===== src/rtl/rv32i_pkg.sv =====
// Shared encodings for the multi-cycle RV32I core: FSM states, opcodes and
// the select/control codes the controller drives into the datapath.
package rv32i_pkg;

  typedef enum logic [3:0] {
    S_BOOT,
    S_FETCH,
    S_DECODE,
    S_MEMADR,
    S_MEMREAD,
    S_MEMWB,
    S_MEMWRITE,
    S_EXEC_R,
    S_EXEC_I,
    S_ALUWB,
    S_BRANCH,
    S_JAL,
    S_JALR,
    S_JALR_J,
    S_LUI,
    S_TRAP
  } state_t;

  localparam logic [6:0] OP_LOAD   = 7'b0000011;
  localparam logic [6:0] OP_STORE  = 7'b0100011;
  localparam logic [6:0] OP_REG    = 7'b0110011;
  localparam logic [6:0] OP_IMM    = 7'b0010011;
  localparam logic [6:0] OP_BRANCH = 7'b1100011;
  localparam logic [6:0] OP_JAL    = 7'b1101111;
  localparam logic [6:0] OP_JALR   = 7'b1100111;
  localparam logic [6:0] OP_LUI    = 7'b0110111;
  localparam logic [6:0] OP_AUIPC  = 7'b0010111;

  typedef enum logic [3:0] {
    ALU_ADD  = 4'd0,
    ALU_SUB  = 4'd1,
    ALU_AND  = 4'd2,
    ALU_OR   = 4'd3,
    ALU_SLT  = 4'd4,
    ALU_XOR  = 4'd5,
    ALU_SLTU = 4'd6,
    ALU_SLL  = 4'd7,
    ALU_SRL  = 4'd8,
    ALU_SRA  = 4'd9
  } alu_ctrl_t;

  typedef enum logic [1:0] {
    SRC_A_PC    = 2'd0,
    SRC_A_OLDPC = 2'd1,
    SRC_A_RS1   = 2'd2
  } src_a_t;

  typedef enum logic [1:0] {
    SRC_B_RS2  = 2'd0,
    SRC_B_IMM  = 2'd1,
    SRC_B_FOUR = 2'd2
  } src_b_t;

  typedef enum logic [1:0] {
    RES_ALUOUT = 2'd0,
    RES_MDR    = 2'd1,
    RES_ALU    = 2'd2,
    RES_IMM    = 2'd3
  } result_src_t;

  typedef enum logic [2:0] {
    IMM_I = 3'd0,
    IMM_S = 3'd1,
    IMM_B = 3'd2,
    IMM_J = 3'd3,
    IMM_U = 3'd4
  } imm_sel_t;

  typedef enum logic {
    ADR_PC     = 1'b0,
    ADR_ALUOUT = 1'b1
  } adr_src_t;

  // What the ALU decoder needs to know about the current state.
  typedef enum logic [1:0] {
    CLS_ADD    = 2'd0,
    CLS_ARITH  = 2'd1,
    CLS_BRANCH = 2'd2
  } alu_class_t;

  // Immediate format is purely a function of the opcode; unknown opcodes map to I.
  function automatic imm_sel_t imm_sel_of(input logic [6:0] op);
    case (op)
      OP_STORE:          return IMM_S;
      OP_BRANCH:         return IMM_B;
      OP_JAL:            return IMM_J;
      OP_LUI, OP_AUIPC:  return IMM_U;
      default:           return IMM_I;
    endcase
  endfunction

  // funct3 values 010 and 011 are not branches in RV32I.
  function automatic logic is_branch_f3(input logic [2:0] f3);
    return f3[2:1] != 2'b01;
  endfunction

endpackage


===== src/rtl/alu_decoder.sv =====
// Combinational ALU operation select: plain add outside execute/branch states,
// funct3/funct7 decode for arithmetic, comparison choice for branches.
module alu_decoder
  import rv32i_pkg::*;
(
  input  alu_class_t  alu_class,
  input  logic [6:0]  opcode,
  input  logic [2:0]  funct3,
  input  logic [6:0]  funct7,
  output alu_ctrl_t   alu_control
);

  logic is_rtype;
  logic unused_funct7;

  assign is_rtype      = (opcode == OP_REG);
  assign unused_funct7 = ^{funct7[6], funct7[4:0]};

  always_comb begin
    alu_control = ALU_ADD;
    case (alu_class)
      CLS_ARITH: begin
        case (funct3)
          3'b000:  alu_control = (is_rtype && funct7[5]) ? ALU_SUB : ALU_ADD;
          3'b001:  alu_control = ALU_SLL;
          3'b010:  alu_control = ALU_SLT;
          3'b011:  alu_control = ALU_SLTU;
          3'b100:  alu_control = ALU_XOR;
          3'b101:  alu_control = funct7[5] ? ALU_SRA : ALU_SRL;
          3'b110:  alu_control = ALU_OR;
          default: alu_control = ALU_AND;
        endcase
      end
      CLS_BRANCH: begin
        // Equality via xor, signed/unsigned order via slt/sltu; alu_zero then decides.
        case (funct3[2:1])
          2'b00:   alu_control = ALU_XOR;
          2'b10:   alu_control = ALU_SLT;
          2'b11:   alu_control = ALU_SLTU;
          default: alu_control = ALU_ADD;
        endcase
      end
      default: alu_control = ALU_ADD;
    endcase
  end

endmodule


===== src/rtl/multicycle_controller.sv =====
// Sequencing FSM of the multi-cycle RV32I core. Outputs are decodes of the
// state register, with only the handshake- and branch-qualified strobes depending on inputs.
module multicycle_controller
  import rv32i_pkg::*;
(
  input  logic       clk,
  input  logic       rst_n,
  input  logic [6:0] opcode,
  input  logic [2:0] funct3,
  input  logic [6:0] funct7,
  input  logic       alu_zero,
  input  logic       mem_ready,
  output logic       mem_req,
  output logic       mem_write,
  output logic       adr_src,
  output logic       ir_write,
  output logic       pc_write,
  output logic       reg_write,
  output logic [1:0] alu_src_a,
  output logic [1:0] alu_src_b,
  output logic [3:0] alu_control,
  output logic [1:0] result_src,
  output logic [2:0] imm_sel,
  output logic       instr_retired,
  output logic       illegal_instr
);

  state_t     state_q, state_d;
  alu_class_t alu_class;
  alu_ctrl_t  alu_ctrl;
  logic       branch_taken;

  // NOTE: state flops use non-blocking assignments so every always_ff reads
  // the pre-edge value regardless of evaluation order.
  always_ff @(posedge clk or negedge rst_n) begin
    if (!rst_n) state_q <= S_BOOT;
    else        state_q <= state_d;
  end

  // NOTE: every variable written below gets a default first, otherwise an
  // unlisted case path would hold its old value and infer a latch.
  always_comb begin
    state_d = state_q;
    case (state_q)
      S_BOOT:     state_d = S_FETCH;
      S_FETCH:    if (mem_ready) state_d = S_DECODE;
      S_DECODE: begin
        case (opcode)
          OP_LOAD, OP_STORE: state_d = S_MEMADR;
          OP_REG:            state_d = S_EXEC_R;
          OP_IMM:            state_d = S_EXEC_I;
          OP_BRANCH:         state_d = is_branch_f3(funct3) ? S_BRANCH : S_TRAP;
          OP_JAL:            state_d = S_JAL;
          OP_JALR:           state_d = S_JALR;
          OP_LUI:            state_d = S_LUI;
          OP_AUIPC:          state_d = S_ALUWB;
          default:           state_d = S_TRAP;
        endcase
      end
      S_MEMADR:   state_d = (opcode == OP_LOAD) ? S_MEMREAD : S_MEMWRITE;
      S_MEMREAD:  if (mem_ready) state_d = S_MEMWB;
      S_MEMWB:    state_d = S_FETCH;
      S_MEMWRITE: if (mem_ready) state_d = S_FETCH;
      S_EXEC_R:   state_d = S_ALUWB;
      S_EXEC_I:   state_d = S_ALUWB;
      S_ALUWB:    state_d = S_FETCH;
      S_BRANCH:   state_d = S_FETCH;
      S_JAL:      state_d = S_ALUWB;
      S_JALR:     state_d = S_JALR_J;
      S_JALR_J:   state_d = S_ALUWB;
      S_LUI:      state_d = S_FETCH;
      S_TRAP:     state_d = S_TRAP;
      default:    state_d = S_BOOT;
    endcase
  end

  always_comb begin
    case (state_q)
      S_EXEC_R, S_EXEC_I: alu_class = CLS_ARITH;
      S_BRANCH:           alu_class = CLS_BRANCH;
      default:            alu_class = CLS_ADD;
    endcase
  end

  alu_decoder u_alu_decoder (
    .alu_class   (alu_class),
    .opcode      (opcode),
    .funct3      (funct3),
    .funct7      (funct7),
    .alu_control (alu_ctrl)
  );

  // beq/bge/bgeu take on a zero compare result, bne/blt/bltu on non-zero.
  assign branch_taken = (alu_zero == ~(funct3[2] ^ funct3[0]));

  assign alu_control   = alu_ctrl;
  assign imm_sel       = imm_sel_of(opcode);
  assign illegal_instr = (state_q == S_TRAP);

  always_comb begin
    mem_req       = 1'b0;
    mem_write     = 1'b0;
    adr_src       = ADR_PC;
    ir_write      = 1'b0;
    pc_write      = 1'b0;
    reg_write     = 1'b0;
    alu_src_a     = SRC_A_PC;
    alu_src_b     = SRC_B_RS2;
    result_src    = RES_ALUOUT;
    instr_retired = 1'b0;
    case (state_q)
      S_FETCH: begin
        mem_req    = 1'b1;
        adr_src    = ADR_PC;
        alu_src_a  = SRC_A_PC;
        alu_src_b  = SRC_B_FOUR;
        result_src = RES_ALU;
        ir_write   = mem_ready;
        pc_write   = mem_ready;
      end
      S_DECODE: begin
        alu_src_a = SRC_A_OLDPC;
        alu_src_b = SRC_B_IMM;
      end
      S_MEMADR, S_EXEC_I, S_JALR: begin
        alu_src_a = SRC_A_RS1;
        alu_src_b = SRC_B_IMM;
      end
      S_MEMREAD: begin
        mem_req = 1'b1;
        adr_src = ADR_ALUOUT;
      end
      S_MEMWB: begin
        result_src    = RES_MDR;
        reg_write     = 1'b1;
        instr_retired = 1'b1;
      end
      S_MEMWRITE: begin
        mem_req       = 1'b1;
        mem_write     = 1'b1;
        adr_src       = ADR_ALUOUT;
        instr_retired = mem_ready;
      end
      S_EXEC_R: begin
        alu_src_a = SRC_A_RS1;
        alu_src_b = SRC_B_RS2;
      end
      S_ALUWB: begin
        result_src    = RES_ALUOUT;
        reg_write     = 1'b1;
        instr_retired = 1'b1;
      end
      S_BRANCH: begin
        alu_src_a     = SRC_A_RS1;
        alu_src_b     = SRC_B_RS2;
        result_src    = RES_ALUOUT;
        pc_write      = branch_taken;
        instr_retired = 1'b1;
      end
      // Jump target comes from ALUOut while the ALU forms the link value OldPC+4.
      S_JAL, S_JALR_J: begin
        result_src = RES_ALUOUT;
        pc_write   = 1'b1;
        alu_src_a  = SRC_A_OLDPC;
        alu_src_b  = SRC_B_FOUR;
      end
      S_LUI: begin
        result_src    = RES_IMM;
        reg_write     = 1'b1;
        instr_retired = 1'b1;
      end
      default: ;
    endcase
  end

endmodule

===== config.mk =====
export PLATFORM = sky130hd
export DESIGN_NAME = multicycle_controller
export DESIGN_NICKNAME = d
export VERILOG_FILES = /design/src/rtl/rv32i_pkg.sv /design/src/rtl/alu_decoder.sv /design/src/rtl/multicycle_controller.sv
export SDC_FILE = /design/constraint.sdc
export NUM_CORES = 1
export LEC_CHECK = 0
export ABC_AREA = 0
export BUFFER_PORTS_ARGS = -buffer_cell sky130_fd_sc_hd__buf_4
export CAP_MARGIN = 25
export CORE_ASPECT_RATIO = 1.25
export CORE_UTILIZATION = 50
export CTS_CLUSTER_SIZE = 10
export DETAILED_ROUTE_END_ITERATION = 12
export GPL_TIMING_DRIVEN = 0
export PLACE_DENSITY = 0.85
export SYNTH_ARGS = -nofsm -noshare
export SYNTH_HDL_FRONTEND = slang
export SYNTH_SLANG_ARGS = --single-unit

===== constraint.sdc =====
create_clock -name clk -period 3.3 [get_ports clk]
set_clock_uncertainty 0.2 [all_clocks]
set_input_delay 0.33 -clock clk [delete_from_list [all_inputs] [get_ports clk]]
set_output_delay 0.33 -clock clk [all_outputs]
set_load 0.01 [all_outputs]

==> impl_metrics.env <==
export IMPL_status="complete, no violations"
export IMPL_die_area_sq_mm=0.00197
export IMPL_clock_sinks=4
export IMPL_ys_flop_type="dfrtp_1"
export IMPL_hold_ws_ns=0.246
export IMPL_timing_fmax_mhz=339
export IMPL_hold_viol=0
export IMPL_placedInstanceArea_sq_mm=0.00118
export IMPL_min_period_ns=2.95
export IMPL_top_regs="state_q x4"
export IMPL_rsz0062_at_grt="no"
export IMPL_yosys_warnings=0
export IMPL_placedCellCount=197
export IMPL_synth_most_common_cell="nand2_1"
export IMPL_htreeDepth=1
export IMPL_cts_setup_buffers=0
export IMPL_ys_types=40
export IMPL_postRouteAntennaNets=0
export IMPL_drt_first_pass_iters=4
export IMPL_hpwl_um=1930
export IMPL_wl_per_cell_um=12.8
export IMPL_netlist_top_cells_area="dfrtp_1, o21ai_0, nand2_1"
export IMPL_grt_pass1_wl_um=4140
export IMPL_cap_viol_max_count=0
export IMPL_cp_end_kind="output port"
export IMPL_p_leak_nw=0.549
export IMPL_synth_area_per_cell_sq_um=6.20
export IMPL_synth_top_area_share_pct=11.1
export IMPL_design_area_sq_mm=0.00121
export IMPL_reg2reg_to="state_q[0]"
export IMPL_clk_pin_slew_ns=0.03
export IMPL_slew_headroom_pct=75.3
export IMPL_cp_start_kind="register"
export IMPL_core_area_sq_mm=0.00162
export IMPL_use_met1_pct=34.4
export IMPL_grt_start_max_net_pins=11
export IMPL_rows=16
export IMPL_synth_cells=145
export IMPL_setup_tns_ns=0
export IMPL_setup_violations=0
export IMPL_area_growth_syn_to_layout_pct=34.5
export IMPL_use_met2_pct=50.0
export IMPL_synth_nets=168
export IMPL_met3_usage_pct=5.48
export IMPL_cts_buffers=3
export IMPL_cts_buffer_depth=2
export IMPL_port_buffer_count=34
export IMPL_irDropWorstVdd_mv=0.431
export IMPL_final_cells=201
export IMPL_num_vias=1144
export IMPL_clock_latency_ns=0.24
export IMPL_largest_register_ff_count=4
export IMPL_place_gp_congestion=0.779
export IMPL_arrival_ns=2.42
export IMPL_initial_core_util_pct=55.4
export IMPL_die_w_um=39.9
export IMPL_nets=208
export IMPL_track_usage_pct=28.6
export IMPL_viasPerCell=5.69
export IMPL_synth_area_sq_um=898
export IMPL_r2r_cells=5
export IMPL_grt_pass1_vias=1004
export IMPL_power_density_mw_per_mm2=697
export IMPL_drc=0
export IMPL_clockRootBuffer="clkbuf_4"
export IMPL_rrSetupSlack_ns=1.55
export IMPL_wl_um=2570
export IMPL_synth_ff_latch_count=4
export IMPL_die_h_um=49.4
export IMPL_fillerInstances=140
export IMPL_post_route_period_util_pct=89.4
export IMPL_cp_required_ns=2.77
export IMPL_antenna_cells=0
export IMPL_holdBufCountCts=1
export IMPL_worst_pin_slew_ns=0.370
export IMPL_min_path_type="in -> reg"
export IMPL_synthTopCellsByCount="nand2_1, nor2_1, o21ai_0"
export IMPL_cts_resized_gates=0
export IMPL_gr_total_overflow=0
export IMPL_antenna_found_initial=0
export IMPL_drt_iter0_markers=61
export IMPL_hold_end="state_q[1]"
export IMPL_min_from="mem_ready"
export IMPL_synth_edff_count=0
export IMPL_hold_path_cell_count=3
export IMPL_reg2reg_from="state_q[1]"
export IMPL_cts_tree="done"
export IMPL_boundaryPins=42
export IMPL_maxSlewViolCount=0
export IMPL_yosysTopAreaCell="dfrtp_1"
export IMPL_drive_gt1_share_pct=27.9
export IMPL_worstPathMaxFanout=10
export IMPL_busiest_layer="met2"
export IMPL_ys_async_sr_fraction_pct=100
export IMPL_largest_register="state_q"
export IMPL_synth_seq_area_share_pct=11.1
export IMPL_worstSetupPathType="reg -> out"
-- placed cells by master, fill, tap and decap left out, types with 2 or more instances in the layout --
master and n:
dfrtp_1 4, nand2_1 18, nor3_1 5, clkbuf_4 3, buf_2 6, nor2b_1 6
buf_6 2, and3_1 3, nor2_1 16, ha_1 2, o211ai_1 2, buf_4 35
or3_1 3, nand2b_1 10, a211oi_1 2, a21oi_1 13, nor4_1 4, o21ai_0 15
xnor2_1 3, a31oi_1 4, inv_1 6
-- stage by stage --
| step | util, % | setup WS [ns] | total power [W] |
|---|---|---|---|
| floorplan | - | 0.819 | 0.000538 |
| global route | 74.5 | 0.134 | 0.000930 |
| finish | 74.5 | 0.350 | 0.000842 |
| detailed placement | 72.5 | 0.626 | 0.000770 |
| global placement | 72.5 | 0.666 | 0.000764 |
| CTS | 74.5 | 0.369 | 0.000836 |
-- worst max-delay path by stage --
stage | start | end | slack, ns | cells after the start
5_1_grt | state_q[1] | alu_control[0] | 0.13 | 9
6_report | state_q[1] | alu_control[0] | 0.35 | 9
3_3_place_gp | state_q[1] | alu_control[0] | 0.67 | 9
4_1_cts | state_q[1] | alu_control[0] | 0.37 | 9
2_1_floorplan | state_q[2] | alu_control[0] | 0.82 | 8
3_5_place_dp | state_q[0] | alu_control[0] | 0.63 | 8
-- area by class of cell --
type / instances / area [sq um] / area share (%)
Buffer: 10 / 63.8 / 5.28
Clock buffer: 3 / 22.5 / 1.86
Inverter: 6 / 22.5 / 1.86
Multi-Input combinational cell: 125 / 712 / 58.9
Sequential cell: 4 / 100 / 8.28
Tap cell: 18 / 22.5 / 1.86
Timing Repair Buffer: 35 / 265 / 21.9
-- where the power goes --
group	switching [W]	total, W	internal, W
registers	0.00000727	0.0000796	0.0000723
logic	0.000388	0.000702	0.000314
clock network	0.0000198	0.0000605	0.0000407
total	0.000415	0.000842	0.000427
-- worst max-delay path, stage by stage, from the launching register on --
cell      delay [ns]
dfrtp_1         0.30
buf_2           0.20
buf_2           0.23
nand2_1         0.11
o21ai_0         0.25
ha_1            0.30
nand2b_1        0.11
or3_1           0.37
a21oi_1         0.16
buf_4           0.14
-- layer usage --
metal	up-vias	share of wire, %	wire length [um]
met5	-	0	0
met1	517	45	1150
met3	2	4.9	127
li1	584	-	-
met2	41	50	1290
met4	0	0.16	4
-- cells by family (layout without fill, tap and decap cells) --
group,Yosys count,count (layout),share of synthesized area [%]
adder cells (fa/ha/maj),2,2,2.79
buffers and inverters,16,54,9.61
AO/OA/AOI/OAI,43,43,28.3
flip-flops,4,4,11.1
AND/OR/NAND/NOR,76,76,44.3
XOR/XNOR,4,4,3.90
Power figures use the tool's default switching activity.
